### src/rtl/demux_deser_two.sv
// Two-channel LSB-first deserializer behind a 1-bit demux. Each channel has a
// one-word holding register with an overrun pulse. Define DEMUX_DESER_OVRCNT_EN
// to add the saturating per-channel overrun counters ch0_ovr_cnt/ch1_ovr_cnt.
module demux_deser_two #(
   parameter int unsigned WIDTH = 8
) (
   input  logic             clk,
   input  logic             rst_n,
   input  logic             in_valid,
   input  logic             sel,
   input  logic             y0,
   input  logic             y1,
   input  logic             flush,
   output logic [WIDTH-1:0] ch0_data,
   output logic [WIDTH-1:0] ch1_data,
   output logic             ch0_valid,
   output logic             ch1_valid,
   input  logic             ch0_ready,
   input  logic             ch1_ready,
   output logic             ch0_ovr,
   output logic             ch1_ovr
`ifdef DEMUX_DESER_OVRCNT_EN
   ,
   output logic [3:0]       ch0_ovr_cnt,
   output logic [3:0]       ch1_ovr_cnt
`endif
);

   localparam int unsigned CW = $clog2(WIDTH);
   localparam logic [CW-1:0] LAST = CW'(WIDTH - 1);

   typedef enum logic {EMPTY = 1'b0, FULL = 1'b1} state_e;

   state_e           state_q  [2];
   state_e           state_d  [2];
   logic [CW-1:0]    cnt_q    [2];
   logic [CW-1:0]    cnt_d    [2];
   logic [WIDTH-1:0] shreg_q  [2];
   logic [WIDTH-1:0] shreg_d  [2];
   logic [WIDTH-1:0] data_q   [2];
   logic [WIDTH-1:0] data_d   [2];
   logic             ovr_q    [2];
   logic             ovr_d    [2];
   logic             complete [2];
   logic [WIDTH-1:0] word     [2];
   logic             load     [2];
   logic             valid    [2];
   logic             ready    [2];
   logic             bit_in;

   assign bit_in   = sel ? y1 : y0;
   assign ready[0] = ch0_ready;
   assign ready[1] = ch1_ready;

   // Bit assembly; flush wins over a bit sampled on the same edge.
   always_comb begin
      for (int unsigned i = 0; i < 2; i++) begin
         cnt_d[i]             = cnt_q[i];
         shreg_d[i]           = shreg_q[i];
         complete[i]          = 1'b0;
         word[i]              = shreg_q[i];
         word[i][WIDTH-1]     = bit_in;
         if (flush) begin
            cnt_d[i]   = '0;
            shreg_d[i] = '0;
         end else if (in_valid && (sel == i[0])) begin
            if (cnt_q[i] == LAST) begin
               cnt_d[i]    = '0;
               shreg_d[i]  = '0;
               complete[i] = 1'b1;
            end else begin
               cnt_d[i]             = cnt_q[i] + CW'(1);
               shreg_d[i][cnt_q[i]] = bit_in;
            end
         end
      end
   end

   always_ff @(posedge clk or negedge rst_n) begin
      if (!rst_n) begin
         for (int unsigned i = 0; i < 2; i++) begin
            state_q[i] <= EMPTY;
         end
      end else begin
         for (int unsigned i = 0; i < 2; i++) begin
            state_q[i] <= state_d[i];
         end
      end
   end

   always_comb begin
      for (int unsigned i = 0; i < 2; i++) begin
         state_d[i] = state_q[i];
         case (state_q[i])
            EMPTY:   if (complete[i]) state_d[i] = FULL;
            FULL:    if (ready[i] && !complete[i]) state_d[i] = EMPTY;
            default: state_d[i] = EMPTY;
         endcase
      end
   end

   // A word completing while FULL loads only if the held word leaves on the same edge.
   always_comb begin
      for (int unsigned i = 0; i < 2; i++) begin
         valid[i]  = (state_q[i] == FULL);
         load[i]   = complete[i] && ((state_q[i] == EMPTY) || ready[i]);
         ovr_d[i]  = complete[i] && (state_q[i] == FULL) && !ready[i];
         data_d[i] = load[i] ? word[i] : data_q[i];
      end
   end

   always_ff @(posedge clk or negedge rst_n) begin
      if (!rst_n) begin
         for (int unsigned i = 0; i < 2; i++) begin
            cnt_q[i]   <= '0;
            shreg_q[i] <= '0;
            data_q[i]  <= '0;
            ovr_q[i]   <= 1'b0;
         end
      end else begin
         for (int unsigned i = 0; i < 2; i++) begin
            cnt_q[i]   <= cnt_d[i];
            shreg_q[i] <= shreg_d[i];
            data_q[i]  <= data_d[i];
            ovr_q[i]   <= ovr_d[i];
         end
      end
   end

   assign ch0_data  = data_q[0];
   assign ch1_data  = data_q[1];
   assign ch0_valid = valid[0];
   assign ch1_valid = valid[1];
   assign ch0_ovr   = ovr_q[0];
   assign ch1_ovr   = ovr_q[1];

`ifdef DEMUX_DESER_OVRCNT_EN
   logic [3:0] ovrcnt_q [2];
   logic [3:0] ovrcnt_d [2];

   always_comb begin
      for (int unsigned i = 0; i < 2; i++) begin
         ovrcnt_d[i] = ovrcnt_q[i];
         if (flush) begin
            ovrcnt_d[i] = '0;
         end else if (ovr_d[i] && (ovrcnt_q[i] != 4'hF)) begin
            ovrcnt_d[i] = ovrcnt_q[i] + 4'd1;
         end
      end
   end

   always_ff @(posedge clk or negedge rst_n) begin
      if (!rst_n) begin
         for (int unsigned i = 0; i < 2; i++) begin
            ovrcnt_q[i] <= '0;
         end
      end else begin
         for (int unsigned i = 0; i < 2; i++) begin
            ovrcnt_q[i] <= ovrcnt_d[i];
         end
      end
   end

   assign ch0_ovr_cnt = ovrcnt_q[0];
   assign ch1_ovr_cnt = ovrcnt_q[1];
`endif

endmodule

### config.mk
export PLATFORM = sky130hd
export DESIGN_NAME = demux_deser_two
export DESIGN_NICKNAME = d
export VERILOG_FILES = /design/src/rtl/demux_deser_two.sv
export SDC_FILE = /design/constraint.sdc
export NUM_CORES = 1
export LEC_CHECK = 0
export CAP_MARGIN = 25
export CORE_MARGIN = 1.5
export CORE_UTILIZATION = 40
export CTS_BUF_LIST = sky130_fd_sc_hd__clkbuf_8 sky130_fd_sc_hd__clkbuf_16
export DETAILED_ROUTE_END_ITERATION = 10
export GPL_TIMING_DRIVEN = 1
export PLACE_DENSITY = 0.6
export SKIP_LAST_GASP = 1
export SLEW_MARGIN = 10
export SYNTH_ARGS = -nofsm -noshare
export SYNTH_HDL_FRONTEND = slang
export SYNTH_SLANG_ARGS = --single-unit
### constraint.sdc
create_clock -name clk -period 6.2 [get_ports clk]
set_clock_uncertainty 0.2 [all_clocks]
set_input_delay 1.24 -clock clk [delete_from_list [all_inputs] [get_ports clk]]
set_output_delay 1.24 -clock clk [all_outputs]
set_load 0.05 [all_outputs]
==> results.py, run 1 <==
metrics = {
    "logic_synthesis": {
        "netlist_area_sq_um": 1903,
        "synth.distinct_cells": 35,
        "yosysWarnings": 0,
        "yosysSeqAreaShare_pct": 52.60,
        "synthFlopType": "dfrtp_1",
        "synthesis.nets": 165,
        "synth_top_area_share_pct": 52.60,
        "synth_largest_area_cell": "dfrtp_1",
        "syn_avg_cell_area_sq_um": 12.52,
        "synthCells": 152,
        "async_reset_ff_share_pct": 100.0,
        "synth-edff-count": 0,
        "synth-seq-cells": 40,
        "synthTopCellsByArea": "dfrtp_1 53%, mux2i_1 8.4%, mux2_4 6.3%",
    },
    "global_route": {
        "track_usage_pct": 15.71,
        "grt_max_degree": 41,
        "grt_pass1_wl_microns": 6203,
        "grt_antenna_before_repair": 0,
        "grt_pass1_vias": 1239,
        "grt-ovfl-total": 0,
    },
    "final_layout": {
        "fin_nets": 188,
        "ff_latch_area_sq_um": 1001,
        "area_growth_pct": 19.99,
        "multi_input_area_sq_um": 823.3,
        "drive_gt1_share_pct": 10.80,
        "fill_cells": 387,
        "diodes": 0,
        "final_cell_area_sq_um": 2283,
    },
    "detailed_routing": {
        "postRouteAntennaNets": 0,
        "drc": 0,
        "wl_per_cell_microns": 15.94,
        "first_pass_iters": 4,
        "viasPerCell": 5.434,
        "drt-total-wl_microns": 3635,
        "drtIter0Drc": 51,
        "vias": 1239,
    },
    "power_and_ir_drop": {
        "p_int_w": 0.0003959,
        "switching_power_w": 0.0001139,
        "ir_drop_mv": 0.1284,
        "p_comb_share_pct": 6.7,
        "power.density_nw_per_um2": 223.3,
        "p_leak_nw": 1.118,
        "power_w": 0.0005098,
        "p_seq_share_pct": 52.8,
        "clkPwrFrac_pct": 40.5,
        "swShare_pct": 22.35,
    },
    "critical_path": {
        "startpoint_type": "input pin",
        "critPathArrivalTime_ps": 3480,
        "end_kind": "flip-flop",
        "worstPathMaxFanout": 29,
        "critPathKind": "input pin to flip-flop",
        "required_ps": 6170,
    },
    "sta": {
        "min_period_ps": 3508,
        "timing.final.ws_setup_ps": 2692,
        "rsz0062_at_grt": "false",
        "setup_violations": 0,
        "maxSlewViolCount": 0,
        "worst_slew_pin_slew_ps": 873.8,
        "max_freq_ghz": 0.2851,
        "tns_ps": 0,
        "holdWs_ps": 286.9,
        "hold_viol": 0,
        "fin_crit_sh_pct": 56.58,
        "slew_headroom_pct": 41.75,
    },
    "status": {
        "status": "finished clean",
    },
    "clock_tree": {
        "cts_resized": 0,
        "cts_tree": "yes",
        "clockBufferDepth": 2,
        "root_buffer": "clkbuf_8",
        "post_cts_buffers": 0,
        "cts_hold_buffers": 0,
        "clock_latency_ps": 280,
        "clkTransAtPathRegs_ps": 80,
        "ctsHtreeMaxLevel": 2,
        "clock_sinks": 40,
        "numCtsBuffers": 5,
    },
    "place": {
        "gp_congestion": 0.7868,
        "dp_worst_setup_slack_ps": 2344,
        "io_buffers": 28,
        "place_area_sq_um": 2176,
        "dpl.hpwl_microns": 2511,
    },
    "floorplanning": {
        "pin_count": 29,
        "die-height_microns": 71.98,
        "core_sq_um": 4474,
        "die_x_microns": 71.98,
        "num_rows": 24,
        "start_util_pct": 42.53,
        "die_area_sq_um": 5180,
    },
    "worst_hold_path": {
        "hold_path.class": "flip-flop to flip-flop",
    },
    "flow_run": {
        "maxCapViolCount": 0,
    },
}
logic make-up after synthesis:
group                    Yosys count  share of synthesized area (%)
AND/OR/NAND/NOR                   43                          13.48
multiplexers                      33                          20.05
buffers and inverters             15                          4.141
adder cells (fa/ha/maj)            4                          2.630
flip-flops                        40                          52.60
AO/OA/AOI/OAI                     15                          6.180
XOR/XNOR                           2                         0.9206
path summary, 6_finish.rpt:
check | from | end | slack [ps] | cells after the start
max in group asynchronous | rst_n | ch1_ovr | 4390 | 1
setup reg to reg | cnt_q[0] | ch1_data[0] | 3860 | 5
min in group asynchronous | rst_n | ch1_data[1] | 860 | 1
hold / removal | ch1_data[1] | ch1_data[1] | 290 | 1
hold reg to reg | ch1_data[1] | ch1_data[1] | 290 | 1
setup / recovery | flush | ch1_data[0] | 2690 | 4
layout make-up:
| type | instances | share of cell area [%] |
|---|---|---|
| inverters | 3 | 0.4932 |
| clock inverters | 3 | 1.699 |
| multi-input cells | 97 | 36.05 |
| repair buffers | 28 | 12.05 |
| flip-flops and latches | 40 | 43.84 |
| clock buffers | 5 | 3.014 |
| well taps | 52 | 2.849 |
power groups by stage:
stage / sequential [W] / clock [W] / combinational (W)
after floorplan: 0.000272 / 0 / 0.0000233
after global placement: 0.000274 / 0 / 0.0000331
after detailed placement: 0.000274 / 0 / 0.0000344
after CTS: 0.000269 / 0.000211 / 0.0000348
after global routing: 0.000270 / 0.000224 / 0.0000387
final: 0.000269 / 0.000206 / 0.0000341
flip-flops by register name, indices dropped and copies added (netlist names):
name	flops
ch0_ovr	1
ch0_data	8
shreg_q	14
ch1_ovr	1
ch0_valid	1
cnt_q	6
ch1_data	8
ch1_valid	1
routing by layer:
metal,track usage [%],vias up,share of wire (%)
met5,0,-,0
li1,-,590,-
met3,4.167,7,3.1
met4,4.403,0,1.1
met1,22.44,617,49
met2,23.77,25,47
cell usage in the layout, fill, tap and decap left out, types with 3 or more instances in the layout:
cell type,instances
dfrtp_1,40
clkdlybuf4s50_1,27
mux2i_1,16
nand2_1,11
mux2_4,8
mux2_1,8
nor2_1,7
nand3b_1,7
o2111ai_1,5
clkbuf_8,5
inv_1,4
ha_1,4
nand4b_1,3
nand3_1,3
a21oi_1,3
synthesized netlist by cell type (all sizes together) (2+ instances only):
library cell and number:
dfrtp 40, mux2 17, mux2i 16, nand2 11, buf 8, nand3b 8, nor2 7, o2111ai 5
clkbuf 4, ha 4, a21oi 3, inv 3, nand3 3, nand4b 3, nand2b 2, nor2b 2
nor4b 2, o211ai 2, or3 2
stage by stage:
| stage | util, % | instances |
|---|---|---|
| 2_1_floorplan | - | 152 |
| 3_3_place_gp | 48.63 | 220 |
| 3_5_place_dp | 48.63 | 220 |
| 4_1_cts | 51.03 | 228 |
| 5_1_grt | 51.03 | 228 |
| 6_report | 51.03 | 228 |
critical path: stages:
cell and delay (ps):
clkdlybuf4s50_1 840, nand4b_1 420, nor2b_1 580, mux2_1 390
No activity file was read; power rests on OpenSTA's default activity.
==> run 2, diff against run 1 <==
--- a/config.mk
+++ b/config.mk
@@ -11,7 +11,7 @@
 export CTS_BUF_LIST = sky130_fd_sc_hd__clkbuf_8 sky130_fd_sc_hd__clkbuf_16
 export DETAILED_ROUTE_END_ITERATION = 10
 export GPL_TIMING_DRIVEN = 1
-export PLACE_DENSITY = 0.6
+export PLACE_DENSITY = 0.62
 export SKIP_LAST_GASP = 1
 export SLEW_MARGIN = 10
 export SYNTH_ARGS = -nofsm -noshare
==> constraint.sdc (replaced) <==
create_clock -name clk -period 3.1 [get_ports clk]
set_clock_uncertainty 0.2 [all_clocks]
set_input_delay 0.62 -clock clk [delete_from_list [all_inputs] [get_ports clk]]
set_output_delay 0.62 -clock clk [all_outputs]
set_load 0.05 [all_outputs]
==> run 2 against run 1 <==
  * Sequential power up 100%
  * Critical path depth unchanged
  * Global-route usage is 0.57 points lower
  * Critical path type unchanged
  * Combinational power grew 110%
  * Critical endpoint is now ch0_data[7]
  * Via count fell by 1.6%
  * Largest power group unchanged
  * Design area up 1.6%
  * Routed wire length shrank 3.9%
==> results.py, run 2 (synthesis results as in run 1) <==
metrics = {
    "worst_hold_path": {
        "hold_path.class": "input pin to async pin",
    },
    "critical_path": {
        "startpoint_type": "input pin",
        "regToRegSetupSlack_ps": 810,
        "worstPathMaxFanout": 10,
        "critPathKind": "input pin to flip-flop",
        "required_ps": 3080,
        "critPathArrivalTime_ps": 2300,
        "end_kind": "flip-flop",
    },
    "clock_tree": {
        "clock_sinks": 40,
        "cts_hold_buffers": 0,
        "cts_resized": 0,
        "numCtsBuffers": 5,
        "ctsHtreeMaxLevel": 2,
        "post_cts_buffers": 0,
        "root_buffer": "clkbuf_8",
        "clockBufferDepth": 2,
        "cts_tree": "yes",
        "clock_latency_ps": 290,
        "clkTransAtPathRegs_ps": 70,
    },
    "power_and_ir_drop": {
        "ir_drop_mv": 0.2048,
        "p_leak_nw": 1.143,
        "power.density_nw_per_um2": 440.6,
    },
    "detailed_routing": {
        "postRouteAntennaNets": 0,
        "drc": 0,
        "wl_per_cell_microns": 14.99,
        "vias": 1219,
        "drtIter0Drc": 29,
        "first_pass_iters": 4,
        "viasPerCell": 5.232,
        "drt-total-wl_microns": 3493,
    },
    "global_route": {
        "track_usage_pct": 15.14,
        "grt_antenna_before_repair": 0,
        "grt_max_degree": 41,
        "grt-ovfl-total": 0,
        "grt_pass1_vias": 1215,
        "grt_pass1_wl_microns": 5989,
    },
    "floorplanning": {
        "start_util_pct": 42.53,
        "die-height_microns": 71.98,
        "die_x_microns": 71.98,
        "die_area_sq_um": 5180,
        "pin_count": 29,
        "core_sq_um": 4474,
        "num_rows": 24,
    },
    "final_layout": {
        "regMostFlops": "shreg_q",
        "fin_nets": 193,
        "largest_register_ffs": 14,
        "drive_gt1_share_pct": 13.26,
        "diodes": 0,
        "finalNonFillerCells": 233,
        "layout_commonest_cell": "dfrtp_1",
        "mostFrequentLayoutCells": "40 x dfrtp_1, 27 x clkdlybuf4s50_1, 16 x mux2i_1",
        "area_growth_pct": 21.96,
    },
    "place": {
        "gp_congestion": 0.7473,
        "dp_cells": 225,
        "io_buffers": 28,
        "dp_worst_setup_slack_ps": 473.5,
        "dpl.hpwl_microns": 2448,
    },
    "sta": {
        "rsz0062_at_grt": "false",
        "maxSlewViolCount": 0,
        "fin_crit_sh_pct": 74.60,
        "max_freq_ghz": 0.4324,
        "min_period_ps": 2312,
        "setup_violations": 0,
        "worst_slew_pin_slew_ps": 877.3,
        "hold_viol": 0,
        "tns_ps": 0,
        "slew_headroom_pct": 41.51,
        "timing.final.ws_setup_ps": 787.5,
    },
    "status": {
        "status": "finished clean",
    },
    "flow_run": {
        "maxCapViolCount": 0,
    },
}
-- run 2: final cells by class --
| class | instances | area (sq um) |
|---|---|---|
| timing repair buffer | 33 | 312.8 |
| multi-input combinational | 97 | 823.3 |
| inverter | 3 | 11.26 |
| clock inverter | 3 | 38.79 |
| tap | 52 | 65.06 |
| sequential | 40 | 1001 |
| fill | 382 | 2153 |
| clock buffer | 5 | 68.82 |
-- run 2: worst paths after layout --
check                       startpoint           to  cells past startpoint
min                              rst_n   shreg_q[2]                      1
min reg2reg                ch1_data[4]  ch1_data[4]                      1
max                           in_valid  ch0_data[7]                      4
max reg2reg                   cnt_q[4]  ch0_data[7]                      5
max in group asynchronous        rst_n  shreg_q[11]                      1
min in group clk           ch1_data[4]  ch1_data[4]                      1
-- run 2: critical path: stages --
cell and delay (ps):
clkdlybuf4s50_1 540, nand3b_4 150, or3b_1 610, mux2_4 380
-- run 2: power breakdown --
part	total (W)	leakage (nW)	internal, W	switching, W
clock	0.000413	0.0593	0.000235	0.000177
sequential	0.000538	0.556	0.000529	0.00000934
combinational	0.0000719	0.528	0.0000305	0.0000414
-- run 2: per-stage QoR --
step / total power [W] / util (%) / hold WS, ps / cell area [sq um]
final: 0.001023 / 51.87 / 243.0 / 2321
after global routing: 0.001065 / 51.87 / 305.5 / 2321
after CTS: 0.001035 / 51.87 / 279.6 / 2321
after detailed placement: 0.0006204 / 49.47 / 276.4 / 2213
after global placement: 0.0006178 / 49.47 / 265.5 / 2213
after floorplan: 0.0005909 / - / 124.4 / 1903
-- run 2: metal layers --
layer  vias to the layer above  global-route usage [%]  part of all wire (%)
li1                        603                       -                     -
met1                       582                   21.89                    52
met2                        27                   21.30                    42
met3                         7                   4.306                   3.5
met4                         0                   6.499                   1.9
met5                         -                       0                     0
